==> config.mk <==
export PLATFORM = sky130hd
export DESIGN_NAME = ripple_count_capture
export DESIGN_NICKNAME = d
export VERILOG_FILES = /design/src/rtl/ripple_count_capture.sv
export SDC_FILE = /design/constraint.sdc
export NUM_CORES = 1
export LEC_CHECK = 0
export CORE_UTILIZATION = 54
export CTS_CLUSTER_SIZE = 16
export DETAILED_ROUTE_END_ITERATION = 12
export PLACE_DENSITY = 0.84
export SYNTH_ARGS = -nofsm -noshare
export SYNTH_HDL_FRONTEND = slang
export SYNTH_SLANG_ARGS = --single-unit
==> constraint.sdc <==
create_clock -name clk -period 3.25 [get_ports clk]
set_input_delay 0.325 -clock clk [delete_from_list [all_inputs] [get_ports clk]]
set_output_delay 0.325 -clock clk [all_outputs]
set_load 0.03 [all_outputs]
==> src/rtl/ripple_count_capture.sv <==
// Clean capture of a 4-bit ripple counter: stability filter, wrap extension and skip detection.
// Optional build macro RIPPLE_CAPTURE_OVF_EN adds a sticky ovf output for extension overflow.
module ripple_count_capture #(
  parameter int EXT_WIDTH     = 8,
  parameter int STABLE_CYCLES = 1
) (
  input  logic                   clk,
  input  logic                   rst,
  input  logic [3:0]             cnt_in,
  input  logic                   clr_err,
  output logic [EXT_WIDTH+3:0]   count_ext,
  output logic                   count_valid,
  output logic                   wrap_pulse,
  output logic                   skip_err
`ifdef RIPPLE_CAPTURE_OVF_EN
  ,
  output logic                   ovf
`endif
);

  localparam logic [1:0] ST_ACQ   = 2'd0;
  localparam logic [1:0] ST_TRACK = 2'd1;
  localparam logic [1:0] ST_ERR   = 2'd2;

  localparam logic [2:0] STAB_TGT = 3'(STABLE_CYCLES - 1);
  localparam logic [2:0] STAB_MAX = 3'd7;

  logic [1:0]           r_state;
  logic [3:0]           r_samp;
  logic [2:0]           r_stab;
  logic [3:0]           r_acc_val;
  logic                 r_acc_vld;
  logic [3:0]           r_nib;
  logic [EXT_WIDTH-1:0] r_upper;
  logic                 r_valid;
  logic                 r_wrap;
  logic                 r_skip;

  logic                 w_raw_accept;
  logic                 w_accept;
  logic [3:0]           w_nib_inc;
  logic [1:0]           w_state_nxt;
  logic [3:0]           w_nib_nxt;
  logic [EXT_WIDTH-1:0] w_upper_nxt;
  logic                 w_valid_nxt;
  logic                 w_wrap_nxt;
  logic                 w_skip_nxt;

  // A value counts once it has been seen on STABLE_CYCLES consecutive edges and
  // differs from the last accepted value, so a held value never re-fires.
  assign w_raw_accept = (STABLE_CYCLES == 1) ||
                        ((cnt_in == r_samp) && (r_stab == STAB_TGT));
  assign w_accept     = w_raw_accept && !(r_acc_vld && (cnt_in == r_acc_val));
  assign w_nib_inc    = r_nib + 4'd1;

`ifdef RIPPLE_CAPTURE_OVF_EN
  logic r_ovf;
  logic w_ovf_set;
`endif

  always_comb begin
    // NOTE: every output of this block gets a default first so no path can infer a latch.
    w_state_nxt = r_state;
    w_nib_nxt   = r_nib;
    w_upper_nxt = r_upper;
    w_valid_nxt = r_valid;
    w_wrap_nxt  = 1'b0;
    w_skip_nxt  = r_skip;
`ifdef RIPPLE_CAPTURE_OVF_EN
    w_ovf_set   = 1'b0;
`endif
    case (r_state)
      ST_ACQ: begin
        if (w_accept) begin
          w_nib_nxt   = cnt_in;
          w_upper_nxt = '0;
          w_valid_nxt = 1'b1;
          w_state_nxt = ST_TRACK;
        end
      end
      ST_TRACK: begin
        if (w_accept && (cnt_in != r_nib)) begin
          if (cnt_in == w_nib_inc) begin
            w_nib_nxt = cnt_in;
            if (r_nib == 4'hF) begin
              w_upper_nxt = r_upper + 1'b1;
              w_wrap_nxt  = 1'b1;
`ifdef RIPPLE_CAPTURE_OVF_EN
              w_ovf_set   = &r_upper;
`endif
            end
          end else begin
            w_skip_nxt  = 1'b1;
            w_valid_nxt = 1'b0;
            w_state_nxt = ST_ERR;
          end
        end
      end
      ST_ERR: begin
        // clr_err takes priority over any acceptance in the same cycle.
        if (clr_err) begin
          w_skip_nxt  = 1'b0;
          w_state_nxt = ST_ACQ;
        end
      end
      default: w_state_nxt = ST_ACQ;
    endcase
  end

  always_ff @(posedge clk) begin
    if (rst) begin
      r_state   <= ST_ACQ;
      r_samp    <= 4'd0;
      r_stab    <= 3'd0;
      r_acc_val <= 4'd0;
      r_acc_vld <= 1'b0;
      r_nib     <= 4'd0;
      r_upper   <= '0;
      r_valid   <= 1'b0;
      r_wrap    <= 1'b0;
      r_skip    <= 1'b0;
    end else begin
      // NOTE: non-blocking assignments keep every register sampling pre-edge values.
      r_samp <= cnt_in;
      if (cnt_in == r_samp) begin
        r_stab <= (r_stab == STAB_MAX) ? r_stab : r_stab + 3'd1;
      end else begin
        r_stab <= 3'd1;
      end
      if (w_accept) begin
        r_acc_val <= cnt_in;
        r_acc_vld <= 1'b1;
      end
      r_state <= w_state_nxt;
      r_nib   <= w_nib_nxt;
      r_upper <= w_upper_nxt;
      r_valid <= w_valid_nxt;
      r_wrap  <= w_wrap_nxt;
      r_skip  <= w_skip_nxt;
    end
  end

`ifdef RIPPLE_CAPTURE_OVF_EN
  // Sticky until rst; clr_err deliberately leaves it alone.
  always_ff @(posedge clk) begin
    if (rst) begin
      r_ovf <= 1'b0;
    end else if (w_ovf_set) begin
      r_ovf <= 1'b1;
    end
  end

  assign ovf = r_ovf;
`endif

  assign count_ext   = {r_upper, r_nib};
  assign count_valid = r_valid;
  assign wrap_pulse  = r_wrap;
  assign skip_err    = r_skip;

endmodule

# Yosys cells after proc, flatten, opt, wreduce, memory -nomap -nowiden
# Index checks and enable logic that the tools add are counted.
[word_totals]
ff_bits = 22
latch_bits = 0
mem_bits_rw = 0
rom_bits = 0
in_bits = 7
output_inout_bits = 15
word_cells = 60
mem_count = 0
[op_classes]
n_addsub = 2
multipliers = 0
div = 0
order_cmp = 0
n_eq_ne = 12
shift = 0
muxes = 23
bitwise_logic = 3
n_reduce_logical = 12
[ops]
columns = ["operator", "count"]
rows = [
  ["$mux 8", 4],
  ["$pmux 8 s2", 1],
  ["$reduce_and 4->1", 4],
  ["$mux 4", 3],
  ["$ne 2x2->1 const B", 6],
  ["$add 8x1->8 const B", 1],
  ["$eq 4x4->1", 2],
  ["$mux 2", 4],
  ["$pmux 4 s2", 1],
  ["$mux 1", 7],
  ["$pmux 2 s3", 1],
  ["$reduce_and 5->1", 1],
  ["$add 4x1->4 const B", 1],
  ["$eq 4x4->1 const B", 1],
  ["$ne 4x4->1", 1],
  ["$pmux 1 s2", 2],
  ["$reduce_bool 2->1", 2],
  ["$reduce_or 4->1", 1],
  ["$not 1->1", 3],
  ["$eq 2x1->1 const B", 1],
  ["$eq 2x2->1 const B", 1],
  ["$logic_and 1x1->1", 2],
  ["$logic_not 2->1", 1],
  ["$logic_not 1->1", 1],
]

# Logic depth before layout (Yosys ltp)
# Gate-level depths: netlist of run 1.
[logic_depth]
ltp_word = 6
mapped_depth = 7

# Worst setup path after synthesis of run 1
# Ideal clock, no wire load.
[synth_timing]
path_type = "register to register"
start = "register r_nib[1]"
end = "register r_upper[0]"
arrival_time_ns = 1.904
slack_ns = 1.225
path_stages_with_launch = 8
n_path_buf = 1
synth_period_minus_slack_ns = 2.025
path_cell_list = "dfxtp_1 ha_1 xor2_1 nor2_1 a31oi_1 buf_6 nor3b_2 mux2_2"
[synth_between]
elab_chain_len = 4
[synth_rtl]
columns = ["item", "line_no", "rtl"]
rows = [
  ["start, declared", "33", "logic [3:0] r_nib;"],
  ["start signal, assigned", "135", "r_nib <= w_nib_nxt;"],
  ["$add 4x1->4 or $ne 4x4->1 (tied branches)", "54, 82", ""],
  ["$eq 4x4->1 or $logic_and 1x1->1 (tied branches)", "83, 82", ""],
  ["$ne 2x2->1 (no source line)", "-", ""],
  ["$reduce_and 5->1 (no source line) *", "-", ""],
  ["end signal, assigned", "136", "r_upper <= w_upper_nxt;"],
  ["end, declared", "34", "logic [EXT_WIDTH-1:0] r_upper;"],
]
# Every way passes the cells marked *; elsewhere a longest branch is shown, timed or not.
# A chain may end at the register's enable or synchronous reset.

# Worst setup path in the final report of run 1
[layout_timing]
start = "register r_nib[0]"
end = "register r_nib[2]"
[layout_between]
elab_chain_len = 4
[layout_rtl]
columns = ["item", "line_no"]
rows = [
  ["$add 4x1->4 or $ne 4x4->1 (tied branches)", "54, 82"],
  ["$eq 4x4->1 or $logic_and 1x1->1 (tied branches)", "83, 82"],
  ["$ne 2x2->1 (no source line)", "-"],
  ["$reduce_and 4->1 (no source line) *", "-"],
]
# Marks and branches as above.

==> metrics.md, run 1 <==
| Metric | Value |
|---|---|
| Status | finished clean |
| Worst path max stage delay | 690 ps |
| CP Buf/Inv Count | 0 |
| Final nets | 152 |
| Slew @ Worst Pin | 830 ps |
| Hold depth | 2 |
| Post-CTS sizing | 0 |
| Layout Cells excl Fill | 169 |
| Post-synthesis average cell area | 9.19 um2 |
| Worst-path clk slew | 120 ps |
| Final min period | 2330 ps |
| Pwr dens | 515 nW/um2 |
| Area of the die | 2260 um2 |
| Most frequent cells after synthesis | dfxtp_1 (22), nand3_1 (12), nor2b_1 (10) |
| Clock sinks | 22 |
| Setup-failing EPs final | 0 |
| Synth Area in XOR/XNOR | 9.26% |
| Setup TNS | 0 ps |
| DR DRC count | 0 |
| Die Width | 47.6 um |
| Worst EP required | 3460 ps |
| Share of post-route cells with drive strength above 1 | 9.86% |
| Fraction of registers with async set/reset | 0% |
| Max VDD drop | 0.356 mV |
| Synth Instances | 122 |
| Max Fclk | 428 MHz |
| Hold Crit Class | reg2reg |
| Number of iterations in the first detailed-routing pass | 4 |
| CTS tree | built |
| Synth cell types | 31 |
| Total wire length | 2290 um |
| Placed cell count | 165 |
| Final Hold Fails | 0 |
| Post-synth net total | 131 |
| Post-synthesis register bit count | 22 |
| Max Root-Sink Buffers | 2 |
| Top cells by area, synth | dfxtp_1 (39%), nor2b_1 (5.6%), xnor2_1 (5.5%) |
| Initial core utilization | 57.1% |
| GRT Residual Overflow | 0 |
| WP depth | 6 |
| Antenna Cells | 0 |
| Slowest-stage cell, CP | a31oi_1 |
| Post-DP HPWL | 1730 um |
| Total GRT Usage | 21.9% |
| Pin count of the biggest net entering global routing | 14 |
| H-Tree Depth | 1 |
| Cell with the most instances after synthesis | dfxtp_1 |
| Family with the most delay on the worst path | compound AO/OA/AOI/OAI gates |
| IO Pins | 22 |
| Setup ws final | 916 ps |
| Antenna violations before repair | 0 |
| Endpoint type of the worst setup path | flip-flop |
| First-pass GRT wire length | 3470 um |
| Post-CTS setup repair buffer count | 0 |
| Drt via density | 5.67 |
| Die H | 47.6 um |
| Post-synthesis simple-gate area fraction | 28.9% |
| Post-synth top area cell | dfxtp_1 |
| Synth Flop Type | dfxtp_1 |
| Vias in the first global route | 835 |
| CP Launch Type | flip-flop |
| Setup Slack @ Placement | 585 ps |
| YS warnings | 0 |
| Inserted Clock Buffers | 3 |
| Cells on worst reg2reg path | 6 |
| Post-route ant nets | 0 |
| Crit Path Max Fanout | 11 |
| Multiplexer area fraction after synthesis | 9.49% |
| Final max-slew violation count | 0 |
| Root buf cell | clkbuf_4 |
| Critical Path, Cell by Cell | ha_1 -> xor2_1 -> nor2_1 -> a31oi_1 -> or2_2 -> mux2_2 |
| Seq/Total Area, Yosys | 39.3% |
| Main combinational cell family by area after synthesis | simple AND/OR/NAND/NOR gates |
| Setup CP Type | reg2reg |
| Core box area | 1960 um2 |
| Mapped cell area | 1120 um2 |
| Post-synth EDFFs | 0 |
| RSZ-0062 raised after global routing | no |
| Maxcap violations | 0 |
| Worst skew pair latency | 310 ps |
| I/O Buffers | 21 |
| Worst R2R Setup Slack | 920 ps |
| Vias after detailed routing | 959 |
| Post-synth top area share | 39.3% |
| Hold buffer count at CTS | 0 |
| # rows | 16 |
| Tcrit/Tclk final | 71.8% |
| Worst Clk Skew | 1.29 ps |
| Relative slew margins | 44.4% |
| LEAKAGE | 0.000477 uW |
| Crit path DAT | 2540 ps |
| Adder-cell area share of the yosys netlist | 2.23% |
| Post-synthesis compound-gate area fraction | 7.48% |
| GP Congestion | 0.784 |
| Layout overhead on the synthesized area | 23.0% |
| WL per Instance | 13.5 um |
| First DRT Iteration DRCs | 15 |
-- path summary, 6_finish.rpt --
check                   from    endpoint
setup / recovery    r_nib[0]    r_nib[2]
hold / removal    r_upper[6]  r_upper[6]
setup reg to reg    r_nib[0]    r_nib[2]
hold reg to reg   r_upper[6]  r_upper[6]
-- per-stage QoR --
stage          utilization, %  hold slack, ps  instance area, um2  power [uW]
2_1_floorplan               -             487                1120         498
3_3_place_gp             68.4             468                1340         554
3_5_place_dp             68.4             492                1340         566
4_1_cts                  70.3             516                1380         713
5_1_grt                  70.3             535                1380         744
6_report                 70.3             506                1380         710
-- registers in the layout, summed over array words and instances (netlist names) --
signal       flops
r_upper          8
r_acc_val        4
r_nib            4
r_state          2
count_valid      1
r_acc_vld        1
skip_err         1
wrap_pulse       1
-- final cells by class --
type | count | area [um2]
multi-input combinational | 92 | 643
fill | 178 | 583
sequential | 22 | 440
timing repair buffer | 22 | 218
clock buffer | 4 | 36.3
tap | 27 | 33.8
inverter | 2 | 7.51
-- logic make-up (layout without fill, tap and decap cells) --
| family | Yosys count | count (layout) |
|---|---|---|
| and+or+nand+nor | 57 | 57 |
| DFF | 22 | 22 |
| AOI/OAI and AO/OA | 12 | 12 |
| xor gates and xnor gates | 11 | 11 |
| muxes | 10 | 10 |
| buffers and inverters | 8 | 28 |
| adders and majority gates | 2 | 2 |
-- per-layer routing --
layer	up-vias	routed length (um)	GRT usage (%)
met5	-	0	0
met4	0	30	8.89
met3	5	82	3.40
met2	21	1110	36.4
met1	461	1060	28.5
li1	472	-	-
-- where the power goes --
| group | internal (uW) | switching [uW] | leakage [uW] | total [uW] |
|---|---|---|---|---|
| sequential | 295 | 29.5 | 0.000181 | 324 |
| clock | 68.5 | 81.0 | 0.0000210 | 149 |
| combinational | 105 | 131 | 0.000275 | 236 |
-- cell usage in the layout (no fill, tap or decap), types with 3 or more instances in the layout --
cell             instances
dfxtp_1                 22
nand3b_1                 4
clkbuf_4                 3
clkdlybuf4s50_1         21
nand2_1                  8
mux2i_1                  5
xnor2_1                  7
xor2_1                   3
nor2b_1                 10
mux2_2                   5
nand3_1                 12
nor3b_1                  3
nor2_1                   8
o31ai_1                  3
nor4b_1                  3
-- worst reg2reg max path: stages (launching register included) --
cell     delay (ps)
dfxtp_1         430
ha_1            270
xor2_1          130
nor2_1           70
a31oi_1         690
or2_2           300
mux2_2          350
Power figures use the tool's default switching activity.
==> run 2: changes to the inputs <==
CORE_UTILIZATION = 50   (was 54)
PLACE_DENSITY = 0.79   (was 0.84)
clock period = 2.26 ns   (was 3.25 ns; I/O delays follow)
==> run 2 against run 1 <==
  * Design area increased by 1.1%
  * Sequential share of layout area decreased by 0.34 points
  * Non-clock buffer count increased by 2
  * Highest routed layer unchanged
==> metrics.md, run 2 (synthesized netlist as in run 1, its figures left out) <==
| Metric | Value |
|---|---|
| Vias after detailed routing | 939 (-2.1%) |
| Reg-to-reg endpoint | r_upper[0] |
| Inserted Clock Buffers | 3 (unchanged) |
| Total wire length | 2220 um (-2.8%) |
| Tcrit/Tclk final | 88.0% (+16 points) |
| WL per Instance | 13.0 um (-3.9%) |
| Commonest non-fill, non-tap cell in the layout | dfxtp_1 |
| IO Pins | 22 (unchanged) |
| Hold depth | 2 (unchanged) |
| Worst R2R Setup Slack | 270 ps (-640 ps) |
| Worst EP required | 2460 ps (-1000 ps) |
| CP Launch Type | flip-flop |
| Total GRT Usage | 19.4% (-2.6 points) |
| Final Core Density | 68.3% (-2.0 points) |
| Slowest-stage cell, CP | dfxtp_1 |
| Family with the most delay on the worst path | flip-flops |
| Hold Path End | r_upper[7] |
| Number of iterations in the first detailed-routing pass | 4 (unchanged) |
| Crit path DAT | 2190 ps (-350 ps) |
| Setup TNS | 0 ps (unchanged) |
| RSZ-0062 raised after global routing | no |
| # rows | 16 (unchanged) |
| GP Congestion | 0.840 (+7.1%) |
| First-pass GRT wire length | 3670 um (+5.8%) |
| Clock sinks | 22 (unchanged) |
| CP Buf/Inv Count | 1 (+1) |
| Power Total | 1030 uW (+45%) |
| H-Tree Depth | 1 (unchanged) |
| Core box area | 2040 um2 (+4.1%) |
| Final max-slew violation count | 0 (unchanged) |
| Endpoint type of the worst setup path | flip-flop |
| Register area | 440 um2 (unchanged) |
| Antenna Cells | 0 (unchanged) |
| Biggest regs | r_upper: 8 flops, r_acc_val: 4 flops, r_nib: 4 flops |
| DR DRC count | 0 (unchanged) |
| Setup-failing EPs final | 0 (unchanged) |
| Relative slew margins | 65.4% (+21 points) |
| Status | finished clean |
| Area of the die | 2440 um2 (+7.6%) |
| Placed instance area | 1360 um2 (+1.1%) |
| Max Fclk | 503 MHz (+17%) |
| I/O Buffers | 21 (unchanged) |
| Largest reg by FF count | r_upper |
| Post-DP HPWL | 1700 um (-1.5%) |
| Layout overhead on the synthesized area | 24.3% |
| First DRT Iteration DRCs | 16 (+1) |
| Die H | 49.4 um (+3.8%) |
| Worst path max stage delay | 430 ps (-260 ps) |
| Multi-input gate area | 643 um2 (unchanged) |
| Final nets | 154 (+1.3%) |
| Design area | 1390 um2 (+1.1%) |
| LEAKAGE | 0.000487 uW (+2.1%) |
| Fillers | 168 (-5.6%) |
| Worst Clk Skew | 6.29 ps (+5.00 ps) |
| Hold buffer count at CTS | 0 (unchanged) |
| Pwr dens | 737 nW/um2 (+43%) |
| Max FFs per register | 8 (unchanged) |
| Vias in the first global route | 803 (-3.8%) |
| Worst-path clk slew | 120 ps (about the same) |
| Post-CTS sizing | 0 (unchanged) |
| Hold Crit Class | reg2reg |
| Antenna violations before repair | 0 (unchanged) |
| Pin count of the biggest net entering global routing | 14 (unchanged) |
| Die Width | 49.4 um (+3.8%) |
| Root buf cell | clkbuf_4 |
| Critical Path, Cell by Cell | ha_1 -> xor2_1 -> nor2_1 -> a31oi_1 -> buf_4 -> nor3b_2 -> mux2_2 |
| CTS tree | built |
| R2r startpoint | r_nib[0] |
| Drt via density | 5.49 (-3.2%) |
| Setup CP Type | reg2reg |
| Post-route ant nets | 0 (unchanged) |
| Share of post-route cells with drive strength above 1 | 11.1% (+1.3 points) |
| Crit Path Max Fanout | 11 (unchanged) |
| Post-CTS setup repair buffer count | 0 (unchanged) |
| Initial core utilization | 54.9% (-2.2 points) |
| Max Root-Sink Buffers | 2 (unchanged) |
| Slew @ Worst Pin | 516 ps (-314 ps) |
| Worst skew pair latency | 300 ps (about the same) |
| Cells on worst reg2reg path | 7 (+1) |
| Max VDD drop | 0.458 mV (+29%) |
| GRT Residual Overflow | 0 (unchanged) |
| Min-delay src | r_upper[7] |
| Commonest cells after routing, fill and taps aside | dfxtp_1 (22), clkdlybuf4s50_1 (21), nand3_1 (12) |
| Maxcap violations | 0 (unchanged) |
| Final Hold Fails | 0 (unchanged) |
| Final min period | 1990 ps (-345 ps) |
-- run 2: metal layers --
layer	track usage (%)	up-vias	share of wire, %
li1	-	474	-
met4	4.41	0	0.36
met5	0	-	0
met2	29.7	21	47
met3	2.80	2	3.0
met1	28.2	442	49
-- run 2: per-stage QoR --
stage / hold WS (ps) / std cells / worst slack, ps
floorplan: 388 / 122 / 235
global placement: 466 / 167 / 123
detailed placement: 481 / 167 / 70.7
CTS: 498 / 171 / 266
global route: 524 / 171 / 132
finish: 492 / 171 / 271
-- run 2: layout make-up --
cell class / instances / share of cell area, %
Inverter: 2 / 0.539
Multi-Input combinational cell: 92 / 46.1
Timing Repair Buffer: 24 / 16.7
Clock buffer: 4 / 2.60
Sequential cell: 22 / 31.6
Tap cell: 27 / 2.42
-- run 2: where the power goes --
part	internal (uW)	switching [uW]
combinational	163	189
clock	98.1	113
sequential	424	40.5
-- run 2: worst max path at each step --
stage / from / to / slack [ps] / cells after the start
global route: r_nib[0] / r_upper[0] / 130 / 7
CTS: r_nib[0] / r_nib[0] / 270 / 7
global placement: cnt_in[3] / r_nib[1] / 120 / 7
finish: r_nib[0] / r_upper[0] / 270 / 7
floorplan: r_nib[1] / r_upper[0] / 240 / 7
detailed placement: cnt_in[3] / r_nib[0] / 70 / 7
-- run 2: worst min-delay path, cell delays in order, from the launching register on --
cell	delay [ps]
dfxtp_1	330
nand3_1	60
mux2i_1	60
==> run 3: changes to the inputs <==
SLEW_MARGIN = 20   (was default)
==> results of run 3 <==
Final layout, timing and power as in run 2 (identical DEF).
